**src/rtl/ble_pkg.sv**
```systemverilog
// Shared definitions for the BLE112 UART link (transmitter and command receiver).
package ble_pkg;

    typedef enum logic {
        IDLE = 1'b0,
        XMIT = 1'b1
    } tx_state_t;

    // start + 8 data + stop
    localparam int FRAME_BITS         = 10;
    localparam int BAUD_DIV_50M_19200 = 2604;

    // Frame image as shifted out LSB first: start bit in [0], stop bit in [9].
    function automatic logic [FRAME_BITS-1:0] make_frame(input logic [7:0] data);
        return {1'b1, data, 1'b0};
    endfunction

endpackage

```
**src/rtl/ble_tx_if.sv**
```systemverilog
// Status-byte path from the digital core into the BLE112 transmitter.
interface ble_tx_if;

    logic       trmt;
    logic [7:0] tx_data;
    logic       fifo_full;
    logic       tx_busy;
    logic       tx_done;

    // Core side: strobes bytes in, watches queue/line status.
    modport master (
        output trmt,
        output tx_data,
        input  fifo_full,
        input  tx_busy,
        input  tx_done
    );

    // Transmitter side.
    modport slave (
        input  trmt,
        input  tx_data,
        output fifo_full,
        output tx_busy,
        output tx_done
    );

endinterface

```
**src/rtl/ble_tx_fifo.sv**
```systemverilog
// Small show-ahead byte queue feeding the UART serialiser.
module tx_fifo #(
    parameter int FIFO_DEPTH = 4
) (
    input  logic       clk,
    input  logic       rst,
    input  logic       wr,
    input  logic [7:0] wdata,
    input  logic       rd,
    output logic [7:0] rdata,
    output logic       empty,
    output logic       full
);

    localparam int AW = $clog2(FIFO_DEPTH);
    localparam int CW = AW + 1;

    logic [7:0]    mem [FIFO_DEPTH];
    logic [AW-1:0] wr_ptr_reg;
    logic [AW-1:0] rd_ptr_reg;
    logic [CW-1:0] count_reg;
    logic [CW-1:0] count_next;
    logic          full_reg;
    logic          wr_en;
    logic          rd_en;

    assign empty = (count_reg == '0);
    assign full  = full_reg;
    // Head is read combinationally so the FSM can load it in the pop cycle.
    assign rdata = mem[rd_ptr_reg];

    // A pop in the same cycle frees a slot, so a write on a full queue still lands.
    assign rd_en = rd && !empty;
    assign wr_en = wr && (!full_reg || rd_en);

    // Occupancy after this cycle's write/pop.
    always_comb begin
        count_next = count_reg;
        case ({wr_en, rd_en})
            2'b10:   count_next = count_reg + CW'(1);
            2'b01:   count_next = count_reg - CW'(1);
            default: count_next = count_reg;
        endcase
    end

    // Storage entries: each slot captures wdata when the write pointer addresses it.
    generate
        for (genvar gi = 0; gi < FIFO_DEPTH; gi++) begin : g_slot
            always_ff @(posedge clk) begin
                if (wr_en && (wr_ptr_reg == AW'(gi))) begin
                    mem[gi] <= wdata;
                end
            end
        end
    endgenerate

    // Pointers, count and registered full flag.
    always_ff @(posedge clk) begin
        if (rst) begin
            wr_ptr_reg <= '0;
            rd_ptr_reg <= '0;
            count_reg  <= '0;
            full_reg   <= 1'b0;
        end else begin
            if (wr_en) wr_ptr_reg <= wr_ptr_reg + AW'(1);
            if (rd_en) rd_ptr_reg <= rd_ptr_reg + AW'(1);
            count_reg <= count_next;
            full_reg  <= (count_next == CW'(FIFO_DEPTH));
        end
    end

endmodule

```
**src/rtl/ble_tx.sv**
```systemverilog
// UART 8N1 transmitter toward the BLE112: queues status bytes and shifts them out LSB first.
module ble_tx
    import ble_pkg::*;
#(
    parameter int BAUD_DIV   = BAUD_DIV_50M_19200,
    parameter int FIFO_DEPTH = 4
) (
    input  logic   clk,
    input  logic   rst,
    ble_tx_if.slave bus,
    output logic   TX
);

    localparam int BW = $clog2(BAUD_DIV);

    tx_state_t       state_reg, state_next;
    logic [BW-1:0]   baud_cnt_reg, baud_cnt_next;
    logic [3:0]      bit_cnt_reg, bit_cnt_next;
    logic [FRAME_BITS-1:0] shreg_reg, shreg_next;
    logic            tx_reg, tx_next;
    logic            done_reg, done_next;
    logic            pop;
    logic [7:0]      fifo_rdata;
    logic            fifo_empty;
    logic            fifo_full;

    tx_fifo #(
        .FIFO_DEPTH(FIFO_DEPTH)
    ) u_fifo (
        .clk   (clk),
        .rst   (rst),
        .wr    (bus.trmt),
        .wdata (bus.tx_data),
        .rd    (pop),
        .rdata (fifo_rdata),
        .empty (fifo_empty),
        .full  (fifo_full)
    );

    assign bus.fifo_full = fifo_full;
    assign bus.tx_busy   = (state_reg == XMIT);
    assign bus.tx_done   = done_reg;
    assign TX            = tx_reg;

    // Next-state logic: pop and load a frame from IDLE, then step bits every BAUD_DIV cycles.
    always_comb begin
        state_next    = state_reg;
        baud_cnt_next = baud_cnt_reg;
        bit_cnt_next  = bit_cnt_reg;
        shreg_next    = shreg_reg;
        done_next     = 1'b0;
        pop           = 1'b0;
        case (state_reg)
            IDLE: begin
                if (!fifo_empty) begin
                    pop           = 1'b1;
                    shreg_next    = make_frame(fifo_rdata);
                    baud_cnt_next = '0;
                    bit_cnt_next  = '0;
                    state_next    = XMIT;
                end
            end
            XMIT: begin
                if (baud_cnt_reg == BW'(BAUD_DIV - 1)) begin
                    baud_cnt_next = '0;
                    shreg_next    = {1'b1, shreg_reg[FRAME_BITS-1:1]};
                    bit_cnt_next  = bit_cnt_reg + 4'd1;
                    // Last bit period of the stop bit has elapsed.
                    if (bit_cnt_reg == 4'(FRAME_BITS - 1)) begin
                        state_next = IDLE;
                        done_next  = 1'b1;
                    end
                end else begin
                    baud_cnt_next = baud_cnt_reg + BW'(1);
                end
            end
            default: state_next = IDLE;
        endcase
        // Line follows the next shift register LSB so TX itself is a clean flop.
        tx_next = (state_next == XMIT) ? shreg_next[0] : 1'b1;
    end

    // State, counters, shift register and line driver.
    always_ff @(posedge clk) begin
        if (rst) begin
            state_reg    <= IDLE;
            baud_cnt_reg <= '0;
            bit_cnt_reg  <= '0;
            shreg_reg    <= '1;
            tx_reg       <= 1'b1;
            done_reg     <= 1'b0;
        end else begin
            state_reg    <= state_next;
            baud_cnt_reg <= baud_cnt_next;
            bit_cnt_reg  <= bit_cnt_next;
            shreg_reg    <= shreg_next;
            tx_reg       <= tx_next;
            done_reg     <= done_next;
        end
    end

endmodule
```
**src/flat_wrapper.sv**
```systemverilog
// flat-port wrapper written by rule: the top's interface ports become plain ports
module ble_tx_flat import ble_pkg::*;
#(
    parameter int BAUD_DIV   = BAUD_DIV_50M_19200,
    parameter int FIFO_DEPTH = 4
)
  (clk, rst, TX, bus_trmt, bus_tx_data, bus_fifo_full, bus_tx_busy, bus_tx_done);
  ble_tx_if bus_i ();
  input  logic clk;
  input  logic rst;
  output logic TX;
  input wire logic [$bits(bus_i.trmt)-1:0] bus_trmt;
  input wire logic [$bits(bus_i.tx_data)-1:0] bus_tx_data;
  output wire logic [$bits(bus_i.fifo_full)-1:0] bus_fifo_full;
  output wire logic [$bits(bus_i.tx_busy)-1:0] bus_tx_busy;
  output wire logic [$bits(bus_i.tx_done)-1:0] bus_tx_done;
  assign bus_i.trmt = bus_trmt;
  assign bus_i.tx_data = bus_tx_data;
  assign bus_fifo_full = bus_i.fifo_full;
  assign bus_tx_busy = bus_i.tx_busy;
  assign bus_tx_done = bus_i.tx_done;
  ble_tx #(.BAUD_DIV(BAUD_DIV), .FIFO_DEPTH(FIFO_DEPTH)) u_core (.clk(clk), .rst(rst), .bus(bus_i), .TX(TX));
endmodule
```
**config.mk**
```make
export PLATFORM = sky130hd
export DESIGN_NAME = ble_tx_flat
export DESIGN_NICKNAME = d
export VERILOG_FILES = /design/src/rtl/ble_pkg.sv /design/src/rtl/ble_tx_if.sv /design/src/rtl/ble_tx_fifo.sv /design/src/rtl/ble_tx.sv /design/src/flat_wrapper.sv
export SDC_FILE = /design/constraint.sdc
export NUM_CORES = 1
export LEC_CHECK = 0
export ABC_CLOCK_PERIOD_IN_PS = 3300
export BUFFER_PORTS_ARGS = -buffer_cell sky130_fd_sc_hd__buf_4
export CAP_MARGIN = 5
export CORE_ASPECT_RATIO = 0.7
export CORE_MARGIN = 4
export CORE_UTILIZATION = 45
export DETAILED_ROUTE_END_ITERATION = 16
export PLACE_DENSITY = 0.68
export RECOVER_POWER = 100
export SYNTH_ARGS = -nofsm -noshare
export SYNTH_HDL_FRONTEND = slang
export SYNTH_HIERARCHICAL = 1
export SYNTH_SLANG_ARGS = --single-unit
```
**constraint.sdc**
```tcl
create_clock -name clk -period 3.3 [get_ports clk]
set_input_delay 0.495 -clock clk [delete_from_list [all_inputs] [get_ports clk]]
set_output_delay 0.495 -clock clk [all_outputs]
set_load 0.02 [all_outputs]
```
=== Word-level counts from Yosys, hierarchy flattened ===
Memory sizes are Yosys's and may differ from the RTL's. A register that Yosys moved wholly into a read port is not among the register bits.
Index checks and enable logic that the tools add are counted.
W data, S select, Z words.

* Add/subtract/negate cells: 6
* Equality and inequality tests: 10
* Muxes and demuxes: 35
* Bitwise gates (word level): 3
* Reduce and logical (&&, ||, !) cells: 17

{| class="wikitable"
|+ Operators by type and width
! kind !! count
|-
| $mux W12 || 2
|-
| $mux W8 || 3
|-
| $pmux W12 S2 || 1
|-
| $reduce_or A8 Y1 || 3
|-
| $mux W10 || 2
|-
| $pmux W10 S2 || 1
|-
| $mux W1 || 16
|-
| $add A12 B1 Y12 const B || 1
|-
| $eq A12 B12 Y1 const B || 1
|-
| $mux W2 || 5
|-
| $mux W4 || 2
|-
| $pmux W4 S2 || 1
|-
| $eq A2 B2 Y1 const B || 3
|-
| $logic_and A1 B1 Y1 || 6
|-
| $pmux W3 S2 || 1
|-
| $add A2 B1 Y2 const B || 2
|-
| $add A4 B1 Y4 const B || 1
|-
| $eq A2 B1 Y1 const B || 2
|-
| $eq A4 B4 Y1 const B || 1
|-
| $ne A2 B2 Y1 const B || 2
|-
| $add A3 B1 Y3 const B || 1
|-
| $eq A3 B3 Y1 const B || 1
|-
| $logic_not A3 Y1 || 1
|-
| $not A1 Y1 || 3
|-
| 8 further kinds || 9
|}

* Bits in registers: 37
* Bits in writable memories: 32
* Output and inout bits: 4
* Memories kept: 1

{| class="wikitable"
|+ Memory list
! memory !! depth !! bits a word !! read ports !! clocked after memory_dff !! wr ports !! line !! text
|-
| u_core.u_fifo.mem || 4 || 8 || 1 || 1 || 1 || ble_tx_fifo.sv:18 || <nowiki>logic [7:0] mem [FIFO_DEPTH];</nowiki>
|}

=== Longest topological paths before layout ===
Gate-level depths: netlist of the first run.

* Word-level depth: 13
* Depth in mapped cells: 14

=== By module ===
The synthesis of the first run kept the hierarchy.

{| class="wikitable"
|+ Modules (own cells, without submodules)
! module !! instances !! cells an instance !! area an instance (µm²) !! sequential area each (µm²)
|-
| tx_fifo || 1 || 99 || 1707.9 || 1161.1
|-
| ble_tx || 1 || 164 || 1440.1 || 580.6
|}

=== Worst setup path after synthesis of the first run ===
No wires, ideal clock.

* Path kind: flip-flop to flip-flop
* Start point: register u_core.state_reg (netlist: u_core/bus.tx_busy)
* End point: register u_core.u_fifo.full_reg (netlist: u_core/u_fifo/full)
* Setup time: 0.115 ns
* Data arrival time: 2.617 ns
* Required time: 3.185 ns
* Slack: 0.568 ns
* Cell stages (with the launch flop): 14
* Buffers on the path: 2
* Clock period less this slack: 2.732 ns
* Cells stage by stage: dfxtp_1 buf_6 or2_2 inv_1 buf_2 o31ai_4 a21boi_2 inv_1 ha_1 inv_1 fa_1 nor2b_1 mux2i_1 o21ba_2

* Cells in the longest elaborated chain, start to end: 7
* Elaborated cells between the ends (all ways): 8

{| class="wikitable"
|+ Ends and longest elaborated chain
! element !! line !! text
|-
| from (decl) || ble_tx.sv:16 || <nowiki>tx_state_t state_reg, state_next;</nowiki>
|-
| from (signal assigned) || ble_tx.sv:93 || <nowiki>state_reg <= state_next;</nowiki>
|-
| $mux W1 * || ble_tx.sv:53 || <nowiki>case (state_reg)</nowiki>
|-
| via u_core.pop || ble_tx.sv:22 || <nowiki>logic pop;</nowiki>
|-
| $logic_and A1 B1 Y1 * || ble_tx_fifo.sv:33 || <nowiki>assign rd_en = rd && !empty;</nowiki>
|-
| $logic_or A1 B1 Y1 || ble_tx_fifo.sv:34 || <nowiki>assign wr_en = wr && (!full_reg || rd_en);</nowiki>
|-
| $logic_and A1 B1 Y1 || ble_tx_fifo.sv:34 ||
|-
| $eq A2 B1 Y1 or $eq A2 B2 Y1 (tied branches) || ble_tx_fifo.sv:39 || <nowiki>case ({wr_en, rd_en})</nowiki>
|-
| $pmux W3 S2 * || ble_tx_fifo.sv:39 ||
|-
| $eq A3 B3 Y1 * || ble_tx_fifo.sv:68 || <nowiki>full_reg <= (count_next == CW'(FIFO_DEPTH));</nowiki>
|-
| to (signal assigned) || ble_tx_fifo.sv:68 ||
|-
| to (decl) || ble_tx_fifo.sv:23 || <nowiki>logic full_reg;</nowiki>
|}

Mark *: on every way through the listed nets, which the timed path passes. The rest lies on a longest branch.
A chain may end at the register's enable or synchronous reset.

=== Worst setup path in the final report of the first run ===
* Start point: register u_core.u_fifo.count_reg[0]
* End point: register u_core.u_fifo.full_reg (netlist: u_core/u_fifo/full)

* Cells in the longest elaborated chain, start to end: 9
* Elaborated cells between the ends (all ways): 13

{| class="wikitable"
|+ Ends and longest elaborated chain
! element !! line !! text
|-
| from (decl) || ble_tx_fifo.sv:21 || <nowiki>logic [CW-1:0] count_reg;</nowiki>
|-
| from (signal assigned) || ble_tx_fifo.sv:67 || <nowiki>count_reg <= count_next;</nowiki>
|-
| $logic_not A3 Y1 * || ble_tx_fifo.sv:27 || <nowiki>assign empty = (count_reg == '0);</nowiki>
|-
| via u_core.fifo_empty || ble_tx.sv:24 || <nowiki>logic fifo_empty;</nowiki>
|-
| $mux W1 || ble_tx.sv:55 || <nowiki>if (!fifo_empty) begin</nowiki>
|-
| $mux W1 || ble_tx.sv:53 ||
|-
| $logic_and A1 B1 Y1 * || ble_tx_fifo.sv:33 ||
|-
| $logic_or A1 B1 Y1 || ble_tx_fifo.sv:34 ||
|-
| $logic_and A1 B1 Y1 || ble_tx_fifo.sv:34 ||
|-
| $eq A2 B1 Y1 or $eq A2 B2 Y1 (tied branches) || ble_tx_fifo.sv:39 ||
|-
| $pmux W3 S2 * || ble_tx_fifo.sv:39 ||
|-
| $eq A3 B3 Y1 * || ble_tx_fifo.sv:68 ||
|}

Marks and branches as above.

==> metrics.log, run 1 <==
INFO  metric layout_commonest_cell = sky130_fd_sc_hd__dfxtp_1
INFO  metric fin_worst_skew = 0.006808 ns
INFO  metric worst_ep_required_time = 3.54 ns
INFO  metric fin_crit = 2.734 ns
INFO  metric net_count_final = 295
INFO  metric critical_path_class = reg -> reg
INFO  metric number_of_enable_type_register_cells_in_the_synthesized_netlist = 32
INFO  metric post-synth-top-area-cell = sky130_fd_sc_hd__edfxtp_1
INFO  metric clock_power_share = 0.302
INFO  metric maximum_vdd_drop = 0.0003411 V
INFO  metric synth.yosys.seq_area_share = 0.5533
INFO  metric clock_latency = 0.34 ns
INFO  metric grt_usage = 0.1508
INFO  metric nature_of_the_critical_path_startpoint = flip-flop
INFO  metric timing.reg2reg.setup_slack = 0.57 ns
INFO  metric post-place-cells = 358
INFO  metric grt_util_met3 = 0.05902
INFO  metric asyncSetResetFlopFracSynth = 0
INFO  metric power.density_cell_area = 731.1 nW/um^2
INFO  metric timing.final.crit_share = 0.8285
INFO  metric max_clock_freq = 365.8 MHz
INFO  metric run_status = finished, final reports clean
INFO  metric count_of_inserted_antenna_diode_cells = 0
INFO  metric postSynthAreaPerCell = 11.97 um^2
INFO  metric chipHeight = 77.98 um
INFO  metric critical_path_peak_fanout = 7
INFO  metric clock_sinks = 71
INFO  metric drive_gt1_frac = 0.1214
INFO  metric setup_viol = 0
INFO  metric ff2ff_path_depth = 12
INFO  metric num-fill-cells = 630
INFO  metric timing.final.hold_violations = 0
INFO  metric share_comb_of_total_power = 0.236
INFO  metric worstHoldPathCells = 1
INFO  metric finalWeightedCongestion = 0.8120
INFO  metric holdPathEnd = u_core/u_fifo/mem[0][2]
INFO  metric post_cts.resized_instances = 0
INFO  metric ctsLongestPathBuffers = 2
INFO  metric remaining_drc_errors = 0
INFO  metric worst_pin_slew = 0.9308 ns
INFO  metric p_int = 1.726 mW
INFO  metric place.port_buffers = 14
INFO  metric worst-endpoint-arrival = 2.97 ns
INFO  metric pre_cts_ws = 0.5224 ns
INFO  metric netlist_area = 3148 um^2
INFO  metric core_area = 6788 um^2
INFO  metric maxCapViolations = 0
INFO  metric clk_root_buf = sky130_fd_sc_hd__clkbuf_8
INFO  metric io_pins = 15
INFO  metric synth_top_area_share = 0.3052
INFO  metric num_vias = 2006
INFO  metric post_layout_nonfiller_instances = 374
INFO  metric detail_routed_net_length_per_standard_cell = 14.47 um
INFO  metric worst_case_hold_slack = 0.4076 ns
INFO  metric gr-max-usage-layer = met1
INFO  metric final_cell_mix = sky130_fd_sc_hd__dfxtp_1 (39), sky130_fd_sc_hd__edfxtp_1 (32), sky130_fd_sc_hd__nand2_1 (25)
INFO  metric clock_tree_from_tritoncts = done
INFO  metric totalWireLength = 5411 um
INFO  metric largest_register_ffs = 32
INFO  metric grt_start_max_net_pins = 38
INFO  metric sequentialPowerShare = 0.462
INFO  metric crit-reg2reg-launch = u_core/u_fifo/count_reg[0]
INFO  metric final.setup.worst_slack = 0.5660 ns
INFO  metric netlist_top_cells_area = sky130_fd_sc_hd__edfxtp_1 (31%), sky130_fd_sc_hd__dfxtp_1 (25%), sky130_fd_sc_hd__mux4_2 (5.7%)
INFO  metric netsw = 0.7773 mW
INFO  metric hold_path.class = in -> reg
INFO  metric route.detailed.vias_per_inst = 5.364
INFO  metric groute.layer.met2.usage = 0.2091
INFO  metric initial_utilization = 0.4638
INFO  metric cts_setup_buffers = 0
INFO  metric met1_resource_use_gr = 0.2185
INFO  metric dp.final_hpwl = 3648 um
INFO  metric first_pass_grt_wire_length = 9791 um
INFO  metric ys.flop_type = sky130_fd_sc_hd__dfxtp_1
INFO  metric cts_buffers = 9
INFO  metric dieArea = 8420 um^2
INFO  metric postRouteAntennaNets = 0
INFO  metric r2r-end = u_core/u_fifo/full
INFO  metric syn_to_final_growth = 8.784%
INFO  metric h-tree-depth = 3
INFO  metric rsz0062_at_grt = no
INFO  metric synth.yosys.warnings = 6
INFO  metric final.setup.tns = 0 ns
INFO  metric switching_share = 0.3105
INFO  metric timing.critical_path.to_type = flip-flop
INFO  metric synth_cell_types = 56
INFO  metric path_clk_slew = 0.07 ns
INFO  metric placement_rows = 25
INFO  metric worstHoldStart = bus_tx_data[2]
INFO  metric chipWidth = 108.0 um
INFO  metric antenna_violations_before_repair = 0
INFO  metric syn_inst = 263
INFO  metric slew_violations = 0
INFO  metric drtPass1Iterations = 4
INFO  metric first_global_vias = 1977
INFO  metric slew-limit-headroom = 0.3713
INFO  metric grt.overflow.total = 0
INFO  metric drt_first_iter_violations = 76
INFO  metric synthesis.nets = 283
INFO  metric hold_buffers = 0
INFO  metric leakage = 1.189 nW
INFO  metric ys_seq_elements = 71
cell type report:
cell class              instances  area (um^2)  share of cell area
flip-flops and latches         71         1742              0.5086
well taps                      94        117.6             0.03434
repair buffers                 16        71.32             0.02083
clock buffers                  10        127.6             0.03727
inverters                      13        48.80             0.01425
multi-input cells             164         1224              0.3573
clock inverters                 6        93.84             0.02740
critical path, cell delays in order, from the launching register on:
cell                       delay, ns
sky130_fd_sc_hd__dfxtp_1        0.44
sky130_fd_sc_hd__nor3_1         0.12
sky130_fd_sc_hd__or2_2          0.31
sky130_fd_sc_hd__inv_1          0.08
sky130_fd_sc_hd__o31ai_1        0.13
sky130_fd_sc_hd__a21boi_2       0.31
sky130_fd_sc_hd__inv_1          0.08
sky130_fd_sc_hd__ha_1           0.23
sky130_fd_sc_hd__inv_1          0.07
sky130_fd_sc_hd__fa_1           0.39
sky130_fd_sc_hd__nor2b_1        0.15
sky130_fd_sc_hd__mux2i_1        0.15
sky130_fd_sc_hd__o21ba_2        0.17
cell families (layout without fill, tap and decap cells):
group                    Yosys count  in the layout  synth area share
flip-flops                        71             71            0.5533
AO/OA/AOI/OAI                     41             41            0.1057
multiplexers                      12             12           0.07154
XOR/XNOR                           5              5           0.01391
AND/OR/NAND/NOR                   97             97            0.1693
adder cells (fa/ha/maj)            9              9           0.03816
buffers and inverters             28             45           0.04809
worst max-delay path by stage:
stage / start / endpoint / slack (ns)
after CTS: u_core/u_fifo/count_reg[0] / u_core/u_fifo/full / 0.50
after detailed placement: u_core/u_fifo/count_reg[0] / u_core/u_fifo/full / 0.52
after floorplan: u_core/bus.tx_busy / u_core/u_fifo/full / 0.57
after global routing: u_core/u_fifo/count_reg[0] / u_core/u_fifo/full / 0.26
after global placement: u_core/u_fifo/count_reg[0] / u_core/u_fifo/full / 0.56
final: u_core/u_fifo/count_reg[0] / u_core/u_fifo/full / 0.57
metrics by stage:
stage | total power, mW | instance area (um^2) | utilization
detailed placement | 1.818 | 3283 | 0.4837
floorplan | 1.669 | 3148 | -
global placement | 1.809 | 3283 | 0.4837
global route | 2.686 | 3425 | 0.5045
finish | 2.504 | 3425 | 0.5045
CTS | 2.581 | 3505 | 0.5163
power by group through the flow:
stage | clock, mW | combinational, mW | sequential (mW)
final | 0.756 | 0.591 | 1.16
after global routing | 0.823 | 0.683 | 1.18
after CTS | 0.779 | 0.637 | 1.17
after detailed placement | 0 | 0.634 | 1.18
after global placement | 0 | 0.629 | 1.18
after floorplan | 0 | 0.518 | 1.15
synthesized netlist by cell type (all sizes together) (2+ instances only):
| master | number |
|---|---|
| dfxtp | 39 |
| edfxtp | 32 |
| nand2 | 25 |
| nor2 | 17 |
| inv | 13 |
| buf | 11 |
| nand3 | 11 |
| a21oi | 8 |
| a221oi | 8 |
| ha | 8 |
| mux4 | 8 |
| nand4 | 6 |
| nor3 | 5 |
| a311oi | 4 |
| and2 | 4 |
| clkbuf | 4 |
| nand2b | 4 |
| nand3b | 4 |
| nor2b | 4 |
| a21boi | 3 |
| and3 | 3 |
| mux2i | 3 |
| nor4 | 3 |
| o211ai | 3 |
| o21ai | 3 |
| o311ai | 3 |
| xor2 | 3 |
| a41oi | 2 |
| nor3b | 2 |
| nor4b | 2 |
| or2 | 2 |
| or3 | 2 |
| xnor2 | 2 |
metal layers:
layer	part of all wire	up-vias	wire length [um]
met5	0	-	0
met4	0.013	0	72
met1	0.51	955	2779
met2	0.41	42	2230
met3	0.061	7	329
li1	-	1002	-
(Power assumes the default switching activity.)
==> run 2, diff against run 1 <==
Settings changed: ABC_AREA set to 1, ABC_CLOCK_PERIOD_IN_PS 3300 to 2300, PLACE_DENSITY 0.68 to 0.71.
Clock period 3.3 ns to 2.3 ns, I/O delays scaled along.
==> run 2 against run 1 <==
Against the previous run: global-route usage rose by 1.1 points; sequential cell count is the same; sequential share of layout area fell by 2.1 points; non-clock buffer count is 7 higher; clock skew is 0.0045 ns higher; clock-buffer cell count fell by 1; die area is 3.8% higher; cell count is 26% higher; largest cell class unchanged.
==> metrics.log, run 2 <==
INFO  metric fin_worst_skew = 0.01131 ns (+0.004504 ns)
INFO  metric worst-path-stages = 2 (-10)
INFO  metric post-place-cells = 453 (+27%)
INFO  metric timing.final.hold_violations = 0 (unchanged)
INFO  metric place.port_buffers = 14 (unchanged)
INFO  metric ys_seq_elements = 71 (unchanged)
INFO  metric path_buf_inv = 2 (-1)
INFO  metric final_cell_mix = sky130_fd_sc_hd__nand2_1 (44), sky130_fd_sc_hd__nor2_1 (42), sky130_fd_sc_hd__nand3_1 (40)
INFO  metric grt_start_max_net_pins = 24 (-37%)
INFO  metric synth.yosys.warnings = 6 (unchanged)
INFO  metric chipWidth = 110.0 um (+1.9%)
INFO  metric worst_pin_slew = 1.050 ns (+0.1194 ns)
INFO  metric final.setup.tns = 0 ns (unchanged)
INFO  metric r2r-end = u_core/u_fifo/full
INFO  metric post_layout_nonfiller_instances = 471 (+26%)
INFO  metric drive_gt1_frac = 0.1353 (+0.01385)
INFO  metric hold_buffers = 0 (unchanged)
INFO  metric worst_ep_required_time = 1.96 ns (-1.58 ns)
INFO  metric p_int = 2.274 mW (+32%)
INFO  metric num-fill-cells = 634 (+0.63%)
INFO  metric placement_rows = 25 (unchanged)
INFO  metric totalWireLength = 6220 um (+15%)
INFO  metric first_global_vias = 2306 (+17%)
INFO  metric share_comb_of_total_power = 0.288 (+0.052)
INFO  metric fin_crit = 2.168 ns
INFO  metric synth_top_family_by_area = simple AND/OR/NAND/NOR gates
INFO  metric netlist_top_cells_count = sky130_fd_sc_hd__nand2_1 (44), sky130_fd_sc_hd__nor2_1 (40), sky130_fd_sc_hd__dfxtp_1 (39), sky130_fd_sc_hd__nand3_1 (33)
INFO  metric chipHeight = 79.41 um (+1.8%)
INFO  metric timing.final.crit_share = 0.9424
INFO  metric synth_top_area_share = 0.2931 (-0.01212)
INFO  metric netlist_area = 3278 um^2 (+4.1%)
INFO  metric num_vias = 2428 (+21%)
INFO  metric post_synth_and_or_nand_nor_area_fraction = 0.2416 (+0.07229)
INFO  metric grt.overflow.total = 0 (unchanged)
INFO  metric cts_buffers = 9 (unchanged)
INFO  metric post-synth-top-count-cell = sky130_fd_sc_hd__nand2_1
INFO  metric combined_flip_flop_and_latch_cell_area = 1742 um^2 (unchanged)
INFO  metric net_count_final = 392 (+33%)
INFO  metric routed-wl-met2 = 2654 um (+19%)
INFO  metric drt_first_iter_violations = 112 (+47%)
INFO  metric sequentialPowerShare = 0.450 (-0.012)
INFO  metric synth_cell_types = 33 (-41%)
INFO  metric slew-limit-headroom = 0.2999 (-0.07141)
INFO  metric postSynthAreaPerCell = 9.420 um^2 (-21%)
INFO  metric syn_inst = 348 (+32%)
INFO  metric asyncSetResetFlopFracSynth = 0 (unchanged)
INFO  metric critical_path_peak_fanout = 17 (+10)
INFO  metric setup_viol = 0 (unchanged)
INFO  metric maximum_vdd_drop = 0.0004432 V (+30%)
INFO  metric initial_utilization = 0.4742 (+0.01043)
INFO  metric crit-reg2reg-launch = u_core/u_fifo/count_reg[0]
INFO  metric synth.yosys.seq_area_share = 0.5313 (-0.02196)
INFO  metric max_clock_freq = 461.3 MHz
INFO  metric grt_usage = 0.1614 (+0.01054)
INFO  metric count_of_inserted_antenna_diode_cells = 0 (unchanged)
INFO  metric report.power.total = 3.616 mW (+44%)
INFO  metric io_pins = 15 (unchanged)
INFO  metric ys.flop_type = sky130_fd_sc_hd__dfxtp_1
INFO  metric core_area = 6913 um^2 (+1.8%)
INFO  metric hold_path.class = in -> reg
INFO  metric synth_adder_area_share = 0.03664 (-0.001515)
INFO  metric run_status = finished, final reports clean
INFO  metric leakage = 1.371 nW (+15%)
INFO  metric synth_area_in_xor_xnor = 0.01870 (+0.004791)
INFO  metric timing.critical_path.to_type = primary output
INFO  metric worst-endpoint-arrival = 1.82 ns (-1.15 ns)
INFO  metric h-tree-depth = 3 (unchanged)
INFO  metric maxCapViolations = 0 (unchanged)
INFO  metric clock_sinks = 71 (unchanged)
INFO  metric postRouteAntennaNets = 0 (unchanged)
INFO  metric remaining_drc_errors = 0 (unchanged)
INFO  metric synth_mux_area_frac = 0 (-0.07154)
INFO  metric worst_setup_path_startpoint = u_core/bus.tx_busy
INFO  metric detail_route.wirelength.met1 = 3115 um (+12%)
INFO  metric first_pass_grt_wire_length = 10820 um (+10%)
INFO  metric netlist_top_cells_area = sky130_fd_sc_hd__edfxtp_1 (29%), sky130_fd_sc_hd__dfxtp_1 (24%), sky130_fd_sc_hd__nand2_1 (5.0%)
INFO  metric layout_commonest_cell = sky130_fd_sc_hd__nand2_1
INFO  metric cell_breakdown_of_the_critical_path = clkbuf_1 > buf_4
INFO  metric drtPass1Iterations = 4 (unchanged)
INFO  metric ctsLongestPathBuffers = 2 (unchanged)
INFO  metric detail_routed_net_length_per_standard_cell = 13.21 um (-8.7%)
INFO  metric post-synth-top-area-cell = sky130_fd_sc_hd__edfxtp_1
INFO  metric rsz0062_at_grt = no
INFO  metric clock_power_share = 0.262 (-0.040)
INFO  metric timing.reg2reg.setup_slack = 0.14 ns (-0.43 ns)
INFO  metric clock_tree_from_tritoncts = done
INFO  metric crit_family = buffers and inverters
INFO  metric clk_root_buf = sky130_fd_sc_hd__clkbuf_8
INFO  metric dp.final_hpwl = 4178 um (+15%)
INFO  metric finalWeightedCongestion = 0.8586 (+5.7%)
INFO  metric wl_met3 = 329 um (unchanged)
INFO  metric route.detailed.vias_per_inst = 5.155 (-3.9%)
INFO  metric synthesis.nets = 368 (+30%)
INFO  metric dieArea = 8736 um^2 (+3.8%)
INFO  metric ff2ff_path_depth = 13 (+1)
INFO  metric critical_path_cell_with_the_highest_stage_delay = sky130_fd_sc_hd__clkbuf_1
INFO  metric slew_violations = 0 (unchanged)
INFO  metric path_clk_slew = 0.08 ns (about the same)
INFO  metric top_signal_layer_used = met4
INFO  metric netsw = 1.343 mW (+73%)
INFO  metric crit_path_max_incr_delay = 0.80 ns (+0.36 ns)
INFO  metric nature_of_the_critical_path_startpoint = flip-flop
INFO  metric switching_share = 0.3712 (+0.06077)
INFO  metric timing.critical_path.to = bus_tx_busy
INFO  metric number_of_enable_type_register_cells_in_the_synthesized_netlist = 32 (unchanged)
INFO  metric power.density_cell_area = 1013 nW/um^2 (+39%)
INFO  metric syn_to_final_growth = 8.931%
INFO  metric largest_register_ffs = 32 (unchanged)
INFO  metric synth-compound-area-share = 0.1015 (-0.004197)
INFO  metric critical_path_class = reg -> out
INFO  metric clock_latency = 0.36 ns (+0.02 ns)
INFO  metric antenna_violations_before_repair = 0 (unchanged)
INFO  metric total_area_of_multi_input_combinational_cells = 1264 um^2 (+3.3%)
run 2: changes by cell type after synthesis, sizes merged, moves of 15 or more:
cell and change:
a21oi +15, nand2 +27, nand3 +33, inv +26
o21ai +22, nor2 +30
run 2: kinds of logic after synthesis:
kind of cell / count (synthesis)
AO/OA/AOI/OAI: 58
XOR/XNOR: 7
adder cells (fa/ha/maj): 9
buffers and inverters: 50
flip-flops: 71
AND/OR/NAND/NOR: 153
run 2: cell type report:
class                   instances  area share
multi-input cells             227      0.3539
well taps                      94     0.03294
clock buffers                   9     0.03469
flip-flops and latches         71      0.4877
repair buffers                 23     0.03153
clock inverters                 7     0.01717
inverters                      40     0.04205
run 2: worst min path at each step:
stage / slack, ns / cells past startpoint / endpoint / startpoint
global route: 0.25 / 1 / u_core/u_fifo/mem[0][4] / bus_tx_data[4]
finish: 0.24 / 1 / u_core/u_fifo/mem[0][1] / bus_tx_data[1]
detailed placement: 0.45 / 2 / u_core/shreg_reg[9] / u_core/shreg_reg[9]
floorplan: 0.42 / 1 / u_core/u_fifo/count_reg[0] / rst
CTS: 0.16 / 1 / u_core/u_fifo/mem[3][4] / bus_tx_data[4]
global placement: 0.44 / 2 / u_core/shreg_reg[9] / u_core/shreg_reg[9]
run 2: per-stage QoR:
step / cell area [um^2] / utilization / hold slack, ns / setup slack [ns]
2_1_floorplan: 3278 / - / 0.4174 / 0.2257
3_3_place_gp: 3473 / 0.5024 / 0.4427 / 0.1494
3_5_place_dp: 3473 / 0.5024 / 0.4504 / 0.07533
4_1_cts: 3659 / 0.5292 / 0.1646 / 0.06401
5_1_grt: 3571 / 0.5166 / 0.2483 / 0.02355
6_report: 3571 / 0.5166 / 0.2397 / 0.1324
run 2: timing repair:
| item | 4_1_cts | 5_1_grt |
|---|---|---|
| endpoints found under the hold margin | 0 | 0 |
| endpoints found under the setup margin | 0 | 3 |
| setup buffers | 0 | 2 |
| gates resized for setup | 0 | 1 |
run 2: per-layer routing:
metal  track usage  vias to the layer above
met5             0                        -
met4       0.06974                        0
met3       0.04608                       12
met2        0.2276                       63
met1        0.2293                     1131
li1              -                     1222
run 2: power by group through the flow:
stage | Combinational (mW) | Sequential (mW) | Clock [mW]
2_1_floorplan | 0.833 | 1.66 | 0
3_3_place_gp | 1.04 | 1.66 | 0
3_5_place_dp | 1.06 | 1.67 | 0
4_1_cts | 1.07 | 1.64 | 0.977
5_1_grt | 1.18 | 1.66 | 1.03
6_report | 1.04 | 1.63 | 0.947
==> run 3, diff against run 2 <==
Settings changed: PLACE_DENSITY 0.71 to 0.73, RECOVER_POWER 100 to 50.
==> run 3 against run 2 <==
Against the previous run: worst setup slack better by 0.031 ns; sequential power about the same; total power up 3.8%; hold slack better by 0.034 ns; largest power group unchanged; highest routed layer unchanged; sequential share of layout area down 1.0 points; utilization up 1.1 points.
==> metrics.log, run 3 (same netlist as run 2, synthesis figures left out) <==
INFO  metric run_status = finished, final reports clean
INFO  metric postRouteAntennaNets = 0 (unchanged)
INFO  metric nature_of_the_critical_path_startpoint = flip-flop
INFO  metric detail_routed_net_length_per_standard_cell = 13.19 um (-0.11%)
INFO  metric clock_sinks = 71 (unchanged)
INFO  metric first_pass_grt_wire_length = 10620 um (-1.8%)
INFO  metric grt_start_max_net_pins = 24 (unchanged)
INFO  metric crit_path_max_incr_delay = 0.48 ns (-0.32 ns)
INFO  metric cell_breakdown_of_the_critical_path = nor2_2 > nand2_2 > inv_2 > nor2_4 > nand2_4 > inv_1 > ha_1 > inv_1 > fa_1 > nand2_1 > o21ai_1 > nand2_1 > nor3_2
INFO  metric chipHeight = 79.41 um (unchanged)
INFO  metric io_pins = 15 (unchanged)
INFO  metric clock_latency = 0.33 ns (-0.03 ns)
INFO  metric maximum_vdd_drop = 0.0005393 V (+22%)
INFO  metric drt_first_iter_violations = 156 (+39%)
INFO  metric chipWidth = 110.0 um (unchanged)
INFO  metric net_count_final = 391 (-0.26%)
INFO  metric grt.overflow.total = 0 (unchanged)
INFO  metric grt_usage = 0.1579 (-0.003459)
INFO  metric critical_path_cell_with_the_highest_stage_delay = sky130_fd_sc_hd__fa_1
INFO  metric totalWireLength = 6200 um (-0.32%)
INFO  metric initial_utilization = 0.4742 (unchanged)
INFO  metric core_area = 6913 um^2 (unchanged)
INFO  metric post-place-cells = 453 (unchanged)
INFO  metric critical_path_peak_fanout = 4 (-13)
INFO  metric num_vias = 2369 (-2.4%)
INFO  metric antenna_violations_before_repair = 0 (unchanged)
INFO  metric clk_root_buf = sky130_fd_sc_hd__clkbuf_8
INFO  metric largest_register_ffs = 32 (unchanged)
INFO  metric hold_buffers = 0 (unchanged)
INFO  metric placement_rows = 25 (unchanged)
INFO  metric path_clk_slew = 0.07 ns (about the same)
INFO  metric setup_viol = 0 (unchanged)
INFO  metric slew_violations = 0 (unchanged)
INFO  metric remaining_drc_errors = 0 (unchanged)
INFO  metric syn_to_final_growth = 11.30%
INFO  metric clock_tree_from_tritoncts = done
INFO  metric power.density_cell_area = 1029 nW/um^2 (+1.6%)
INFO  metric maxCapViolations = 0 (unchanged)
INFO  metric worst-endpoint-arrival = 2.39 ns (+0.57 ns)
INFO  metric route.detailed.vias_per_inst = 5.040 (-2.2%)
INFO  metric critical_path_class = reg -> reg
INFO  metric drive_gt1_frac = 0.1622 (+0.02696)
INFO  metric dieArea = 8736 um^2 (unchanged)
INFO  metric count_of_inserted_antenna_diode_cells = 0 (unchanged)
INFO  metric layout_commonest_cell = sky130_fd_sc_hd__nand2_1
INFO  metric crit_family = simple AND/OR/NAND/NOR gates
INFO  metric fin_worst_skew = 0.005734 ns (-0.005578 ns)
INFO  metric timing.final.hold_violations = 0 (unchanged)
INFO  metric h-tree-depth = 3 (unchanged)
INFO  metric max_clock_freq = 468.1 MHz (+1.5%)
INFO  metric place.port_buffers = 14 (unchanged)
INFO  metric timing.critical_path.to_type = flip-flop
INFO  metric cts_buffers = 9 (unchanged)
INFO  metric leakage = 1.429 nW (+4.2%)
INFO  metric finalWeightedCongestion = 0.8425 (-1.9%)
INFO  metric slew-limit-headroom = 0.3485 (+0.04868)
INFO  metric final.setup.tns = 0 ns (unchanged)
INFO  metric worst_ep_required_time = 2.55 ns (+0.59 ns)
INFO  metric fin_crit = 2.136 ns (-0.03112 ns)
INFO  metric post_layout_nonfiller_instances = 470 (-0.21%)
INFO  metric worst_pin_slew = 0.9772 ns (-0.07302 ns)
INFO  metric dp.final_hpwl = 4337 um (+3.8%)
INFO  metric first_global_vias = 2198 (-4.7%)
INFO  metric timing.final.crit_share = 0.9289 (-0.01353)
INFO  metric drtPass1Iterations = 4 (unchanged)
INFO  metric path_buf_inv = 3 (+1)
INFO  metric ctsLongestPathBuffers = 2 (unchanged)
INFO  metric hold_path.class = in -> reg
INFO  metric final_cell_mix = sky130_fd_sc_hd__nand2_1 (44), sky130_fd_sc_hd__nor2_1 (40), sky130_fd_sc_hd__dfxtp_1 (39)
==> run 3: report_power, final <==
| part | leakage, nW | total (mW) | internal, mW | switching (mW) |
|---|---|---|---|---|
| logic | 0.708 | 1.05 | 0.364 | 0.685 |
| registers | 0.613 | 1.65 | 1.51 | 0.136 |
| clock network | 0.108 | 1.06 | 0.632 | 0.427 |
| total | 1.43 | 3.76 | 2.51 | 1.25 |
==> run 3: timing repair <==
item	4_1_cts	5_1_grt
setup buffers	0	1
endpoints found under the hold margin	0	0
gates resized for setup	0	2
setup endpoints to repair	0	3
==> run 3: path summary, 6_finish.rpt <==
path,from,to,slack (ns),cells past startpoint
setup reg to reg,u_core/u_fifo/count_reg[0],u_core/u_fifo/full,0.16,13
setup / recovery,u_core/u_fifo/count_reg[0],u_core/u_fifo/full,0.16,13
hold / removal,bus_tx_data[4],u_core/u_fifo/mem[1][4],0.27,1
hold reg to reg,u_core/shreg_reg[9],u_core/shreg_reg[9],0.47,2
==> run 3: through the flow <==
| stage | power (mW) | worst slack, ns | utilization | hold slack, ns | cell area (um^2) |
|---|---|---|---|---|---|
| finish | 3.755 | 0.1635 | 0.5278 | 0.2740 | 3649 |
| global route | 4.020 | -0.04247 | 0.5278 | 0.2603 | 3649 |
| detailed placement | 2.731 | 0.09198 | 0.5024 | 0.4498 | 3473 |
| floorplan | 2.491 | 0.2257 | - | 0.4174 | 3278 |
| CTS | 3.794 | 0.07315 | 0.5334 | 0.1915 | 3687 |
| global placement | 2.693 | 0.1616 | 0.5024 | 0.4456 | 3473 |
==> run 3: final cells by class <==
cell class              instances  area, um^2
repair buffers                 22       113.9
clock buffers                  11       141.4
multi-input cells             227        1311
inverters                      40       150.1
flip-flops and latches         71        1742
well taps                      94       117.6
fillers                       625        3264
clock inverters                 5       72.57
==> run 3: layer usage <==
layer / share of wire / global-route usage
met1: 0.47 / 0.2200
met5: 0 / 0
met2: 0.45 / 0.2343
met3: 0.067 / 0.05659
met4: 0.0044 / 0.03736
